[src/rtl/uart_pkg.sv]
// uart_pkg: state encoding and frame constants shared by the UART transmit and receive paths.
package uart_pkg;
    localparam int DATA_BITS = 8;
    typedef enum logic [1:0] {IDLE, START, DATA, STOP} uart_state_e;
endpackage

[src/rtl/sipo_rx.sv]
// sipo_rx: serial-in/parallel-out shifter; bits enter at the MSB so the first (LSB-first) bit lands in bit 0.
module sipo_rx
    import uart_pkg::*;
(
    input  logic                 i_clk,
    input  logic                 i_rst_n,
    input  logic                 i_shift,
    input  logic                 i_serialdata,
    output logic [DATA_BITS-1:0] o_dataout
);
    logic [DATA_BITS-1:0] shreg_q;

    always_ff @(posedge i_clk or negedge i_rst_n)
        if (!i_rst_n) shreg_q <= '0;
        else if (i_shift) shreg_q <= {i_serialdata, shreg_q[DATA_BITS-1:1]};

    assign o_dataout = shreg_q;
endmodule

[src/rtl/uart_rx.sv]
// uart_rx: 8N1 UART receiver; synchronizes the line, samples each bit at its centre and emits a byte with valid/framing-error strobes.
module uart_rx
    import uart_pkg::*;
#(
    parameter int CLKS_PER_BIT = 16
) (
    input  logic                 i_clk,
    input  logic                 i_rst_n,
    input  logic                 i_serialdata,
    output logic [DATA_BITS-1:0] o_dataout,
    output logic                 o_valid,
    output logic                 o_frame_err,
    output logic                 o_busy
);
    localparam int CW = $clog2(CLKS_PER_BIT);
    localparam int IW = $clog2(DATA_BITS);
    localparam logic [CW-1:0] HALF = CW'(CLKS_PER_BIT / 2 - 1);
    localparam logic [CW-1:0] LAST = CW'(CLKS_PER_BIT - 1);

    uart_state_e          state_q, state_d;
    logic [CW-1:0]        cnt_q, cnt_d;
    logic [IW-1:0]        idx_q, idx_d;
    logic [DATA_BITS-1:0] data_q, data_d, shreg;
    logic                 valid_q, valid_d, ferr_q, ferr_d;
    logic                 rx_meta_q, rx_s_q, rx_prev_q, shift;

    sipo_rx u_sipo (
        .i_clk        (i_clk),
        .i_rst_n      (i_rst_n),
        .i_shift      (shift),
        .i_serialdata (rx_s_q),
        .o_dataout    (shreg)
    );

    always_ff @(posedge i_clk or negedge i_rst_n)
        if (!i_rst_n) begin
            {rx_meta_q, rx_s_q, rx_prev_q} <= 3'b111;
            state_q <= IDLE;
            cnt_q   <= '0;
            idx_q   <= '0;
            data_q  <= '0;
            valid_q <= 1'b0;
            ferr_q  <= 1'b0;
        end else begin
            {rx_meta_q, rx_s_q, rx_prev_q} <= {i_serialdata, rx_meta_q, rx_s_q};
            state_q <= state_d;
            cnt_q   <= cnt_d;
            idx_q   <= idx_d;
            data_q  <= data_d;
            valid_q <= valid_d;
            ferr_q  <= ferr_d;
        end

    // cnt clears at every sampling point, so it never has to wrap
    always_comb begin
        state_d = state_q;
        cnt_d   = cnt_q + CW'(1);
        idx_d   = idx_q;
        data_d  = data_q;
        shift   = 1'b0;
        valid_d = 1'b0;
        ferr_d  = 1'b0;
        case (state_q)
            IDLE: begin
                cnt_d   = '0;
                state_d = (rx_prev_q && !rx_s_q) ? START : IDLE;
            end
            START: if (cnt_q == HALF) begin
                cnt_d   = '0;
                idx_d   = '0;
                state_d = rx_s_q ? IDLE : DATA;
            end
            DATA: if (cnt_q == LAST) begin
                cnt_d   = '0;
                shift   = 1'b1;
                idx_d   = idx_q + IW'(1);
                state_d = (idx_q == IW'(DATA_BITS - 1)) ? STOP : DATA;
            end
            STOP: if (cnt_q == LAST) begin
                cnt_d   = '0;
                state_d = IDLE;
                valid_d = rx_s_q;
                ferr_d  = !rx_s_q;
                data_d  = rx_s_q ? shreg : data_q;
            end
            default: state_d = IDLE;
        endcase
    end

    assign o_dataout   = data_q;
    assign o_valid     = valid_q;
    assign o_frame_err = ferr_q;
    assign o_busy      = state_q != IDLE;
endmodule

[config.mk]
export PLATFORM = sky130hd
export DESIGN_NAME = uart_rx
export DESIGN_NICKNAME = d
export VERILOG_FILES = /design/src/rtl/uart_pkg.sv /design/src/rtl/sipo_rx.sv /design/src/rtl/uart_rx.sv
export SDC_FILE = /design/constraint.sdc
export NUM_CORES = 1
export LEC_CHECK = 0
export ABC_CLOCK_PERIOD_IN_PS = 4900
export BUFFER_PORTS_ARGS = -buffer_cell sky130_fd_sc_hd__buf_2
export CAP_MARGIN = 20
export CORE_UTILIZATION = 42
export CTS_BUF_LIST = sky130_fd_sc_hd__clkbuf_16
export CTS_CLUSTER_SIZE = 14
export DETAILED_ROUTE_END_ITERATION = 10
export GPL_TIMING_DRIVEN = 0
export HOLD_SLACK_MARGIN = 0.05
export PLACE_DENSITY = 0.57
export RECOVER_POWER = 25
export SYNTH_ARGS = -nofsm -noshare
export SYNTH_HDL_FRONTEND = slang
export SYNTH_SLANG_ARGS = --single-unit
[constraint.sdc]
create_clock -name i_clk -period 4.9 [get_ports i_clk]
set_input_delay 0.245 -clock i_clk [delete_from_list [all_inputs] [get_ports i_clk]]
set_output_delay 0.245 -clock i_clk [all_outputs]
set_load 0.01 [all_outputs]
Word-level counts from Yosys, hierarchy flattened

Cells that the tools add are included.

Word-level logic and storage cells: 49
Bits of input ports: 3
Bits in registers: 30

Reductions and logical operators: 9
Multiplexer cells: 19
Add/subtract/negate cells: 2
Equal/unequal tests: 9

Operator list:

| kind                                                            | count |
|---|---|
| 4-bit one-hot mux with 3 select lines                           | 1 |
| 3-bit AND reduction                                             | 3 |
| 1-bit two-way mux                                               | 8 |
| 2-bit two-way mux                                               | 4 |
| 4-bit two-way mux                                               | 2 |
| 2-bit one-hot mux with 4 select lines                           | 1 |
| 3-bit two-way mux                                               | 2 |
| 2-bit inequality test, second input constant                    | 3 |
| 3-bit one-hot mux with 2 select lines                           | 1 |
| 4-bit by 1-bit adder with 4-bit output, second input constant   | 1 |
| 2-bit == test, second input constant                            | 2 |
| 4-bit by 3-bit == test with 1-bit output, second input constant | 1 |
| 4-bit == test, second input constant                            | 1 |
| 2-bit nonzero test                                              | 2 |
| 3-bit by 1-bit adder with 3-bit output, second input constant   | 1 |
| 3-bit == test, second input constant                            | 1 |
| 2-bit by 1-bit == test with 1-bit output, second input constant | 1 |
| 2-bit logical NOT                                               | 1 |
| 2-bit OR reduction                                              | 1 |
| 1-bit logical AND                                               | 1 |
| 1-bit logical NOT                                               | 1 |

Longest topological paths before layout

Depth in word-level cells: 4
Depth in mapped cells: 6

By module

From an unflattened synthesis, not the netlist that was laid out.

Cells, all modules: 96
Area, all modules: 1,320.0 µm²

By module, submodules not included:

| module  | area each (µm²) | times used | sequential area each (µm²) | cells an instance |
|---|---|---|---|---|
| uart_rx | 988.4           | 1          | 554.3                      | 79 |
| sipo_rx | 331.6           | 1          | 200.2                      | 17 |

Worst setup path after synthesis

OpenSTA, ideal clock, no wires.

Path kind: register -> register
From: reg cnt_q[0]
To: reg data_q[0] (netlist: o_dataout[0])
Library setup time: 0.125 ns
Period minus slack after synthesis: 1.599 ns
Data arrival time: 1.474 ns
Cell stages (with the launch flop): 7
Buffers on the path: 2
Data required time: 4.775 ns
Path slack: 3.301 ns
Cell sequence: dfrtp_1 > ha_1 > buf_6 > and4_4 > and3_4 > buf_6 > mux2_4

Longest elaborated chain between the ends: 2

Ends and longest elaborated chain:

| element                              | RTL line      | source |
|---|---|---|
| from (decl)                          | uart_rx.sv:21 | `logic [CW-1:0] cnt_q, cnt_d;` |
| from (signal assigned)               | uart_rx.sv:47 | `cnt_q <= cnt_d;` |
| 4-bit == test                        | uart_rx.sv:79 | `STOP: if (cnt_q == LAST) begin` |
| 3-bit AND reduction (no source line) | --            |  |
| to (signal assigned)                 | uart_rx.sv:49 | `data_q <= data_d;` |
| to (decl)                            | uart_rx.sv:23 | `logic [DATA_BITS-1:0] data_q, data_d, shreg;` |

Every way passes these cells.
A chain may end at the register's enable or synchronous reset.

==> impl_results.md <==
* Status: complete, but fails checks
* Failing checks: capacitance limit, slew limit
* Hold Crit Depth at 1
* Clk pwr share at 38.1%
* Crit path arrival time at 1910 ps
* Worst-margin pin slew at 1580 ps
* Largest net degree at the start of global routing at 31
* CP Buf/Inv Count at 2
* CTS Buf Count at 5
* Nets at 125
* Placed Instance Area at 0.00142 mm²
* Clock root buffer: clkbuf_16
* DRC violations left at 0
* Final min period at 1820 ps
* Worst path max stage delay at 1140 ps
* Seq pwr share at 39.9%
* Ant diodes at 0
* Fin area at 0.00155 mm²
* Critical path origin: i_rst_n
* Reg2Reg Launch Point: cnt_q[0]
* I/O Buffers at 13
* Sw Pwr at 0.202 mW
* Switching Share at 27.7%
* Avg Cell Area, Syn at 13.4 µm²
* Worst-path cell chain: dlygate4sd3_1, clkbuf_1
* Stages on the worst setup path at 2
* Initial antenna violation count at 0
* P_leak at 0.711 nW
* Fraction of layout cells with a size suffix above 1 at 27.5%
* Post-DP HPWL at 1.34 mm
* Clk slew on worst S/H paths at 50 ps
* CTS tree: built
* Critical Path Fanout Max at 30
* Crit-path leading delay family: buffers and inverters
* Initial Util at 46.1%
* Critical path class: in2async
* RSZ-0062 raised after global routing: false
* HP Class: in2reg
* Yosys reg bits at 30
* Routability cong. at 0.737
* Longest Clk Path Bufs at 2
* Layout Area Growth over Synthesis at 18.0%
* Final max-slew violation count at 31
* Vias per Instance at 5.30
* Fin Clk Skew at 3.52 ps
* Startpoint Class: primary input
* Vias at 800
* Die height at 57.9 µm
* Max VDD drop at 257 µV
* Synth top area cells: dfrtp_1 (51%), mux2_4 (9.1%), dfstp_2 (6.0%)
* Internal power at 0.528 mW
* Cell taking the most area after synthesis: dfrtp_1
* Max_slew headroom at -5.09%
* Number of setup buffers added after CTS at 0
* Gate Count Post-Synth at 98
* Seq/Total Area, Yosys at 57.4%
* Yosys Warn Count at 0
* Hold wc startpoint: i_serialdata
* Setup TNS at 0 ps
* H-tree depth at 2
* Top cell type's share of synthesized area at 51.4%
* Fin. Hold Viols at 0
* Detailed Route Iter0 Violations at 6
* Tot Pwr at 0.730 mW
* Core area at 0.00285 mm²
* Vias in the first global route at 798
* 1st-pass router iterations at 4
* Core Rows at 19
* IO Count at 14
* Tcrit/Tclk final at 37.2%
* R2R cell count at 6
* Global-route wire length before repair at 3.62 mm
* WL per Instance at 13.5 µm
* Die area at 0.00336 mm²
* Setup Viol. Count Final at 0
* Pwr Density at 471 mW/mm²
* Detail Route Antenna Nets at 0
* Critical path capture point type: async pin
* Total GRT Usage at 15.1%
* Clock sinks at 30
* Total wire length at 2.04 mm
* CP required at 4990 ps
* Yosys cell types at 32
* Post-Syn Nets at 104
* Grt ovf at 0
* Fmax at 0.549 GHz
* Slowest stage cell, crit path: clkbuf_1
* Max Cap Viol at 1
* Post-synthesis cell area at 0.00131 mm²
* Clock latency on the worst-skew pair at 270 ps
* Comb power frac at 22.0%
* DIE WIDTH at 57.9 µm
-- layout make-up --
class                           count  area, µm²
Multi-Input combinational cell     56        483
Inverter                            5       18.8
Clock buffer                        5        125
Buffer                              7       56.3
Fill cell                         258       1300
Clock inverter                      3       12.5
Sequential cell                    30        754
Timing Repair Buffer               14       61.3
Tap cell                           31       38.8
-- sequential cells by signal, indices dropped and copies added, names as in the netlist, named ones only --
register	count
o_dataout	8
u_sipo.o_dataout	8
cnt_q	4
idx_q	3
o_frame_err	1
o_valid	1
rx_meta_q	1
rx_prev_q	1
rx_s_q	1
state_q	1
-- logic make-up after synthesis --
family                     share of synthesized area (%)
AOI/OAI and AO/OA                                   7.33
xor gates and xnor gates                           0.667
adders and majority gates                           2.86
buffers and inverters                               5.81
DFF                                                 57.4
muxes                                               16.0
and+or+nand+nor                                     9.91
-- worst paths after layout --
path | endpoint | slack [ps]
max in group i_clk | o_dataout[6] | 3210
worst max-delay path | u_sipo.o_dataout[7] | 3080
min in group asynchronous | cnt_q[0] | 900
worst max register to register | o_dataout[6] | 3210
worst min register to register | rx_s_q | 360
worst min-delay path | rx_meta_q | 70
-- cells in the mapped netlist, drive strengths merged --
master and instances:
nor3 2, nand4 1, nand3b 1, xnor2 1, and3 1, buf 6
dfstp 3, dfrtp 27, clkbuf 1, a31oi 1, nand2 2, nand3 3
a21oi 4, nand2b 1, and4b 1, o21a 1, nand4b 1, nor2 5
mux2 16, ha 3, inv 5, nor2b 2, a311oi 1, and4 1
a22o 1, o21ai 3, a211oi 4
-- per-layer routing --
layer	GRT usage, %	share of wire [%]	wire length (µm)	vias up
li1	-	-	-	387
met5	0	0	0	-
met3	5.36	4.4	90	5
met1	19.6	49	996	392
met4	9.52	2.1	42	0
met2	21.3	45	914	16
-- power groups by stage --
stage                     clock, mW  sequential [mW]  combinational, mW
final                         0.278            0.291              0.160
after global routing          0.302            0.296              0.183
after CTS                     0.286            0.291              0.164
after detailed placement          0            0.295              0.162
after global placement            0            0.294              0.157
after floorplan                   0            0.291              0.128
-- layout by cell type (no fill, tap or decap), types with 4 or more instances in the layout --
cell | synthesis | routed
dfrtp_1 | 27 | 27
clkbuf_1 | 1 | 13
mux2_4 | 8 | 8
mux2_2 | 7 | 7
inv_1 | 5 | 6
nor2_1 | 5 | 5
clkbuf_16 | 0 | 5
a211oi_1 | 4 | 4
a21oi_1 | 4 | 4
-- metrics by stage --
step,instances,hold slack [ps],worst slack (ps),util [%]
floorplan,98,-50.6,3300,-
global placement,142,305,3230,49.7
detailed placement,142,316,3220,49.7
CTS,151,67.8,3210,54.9
global route,151,63.3,2720,54.3
finish,151,70.7,3080,54.3
-- what timing repair did --
item / 4_1_cts / 5_1_grt
endpoints found under the hold margin: 27 / 0
gates resized for setup: 0 / 0
hold buffers: 1 / 0
Note: power is estimated with default switching activity, not from simulation.
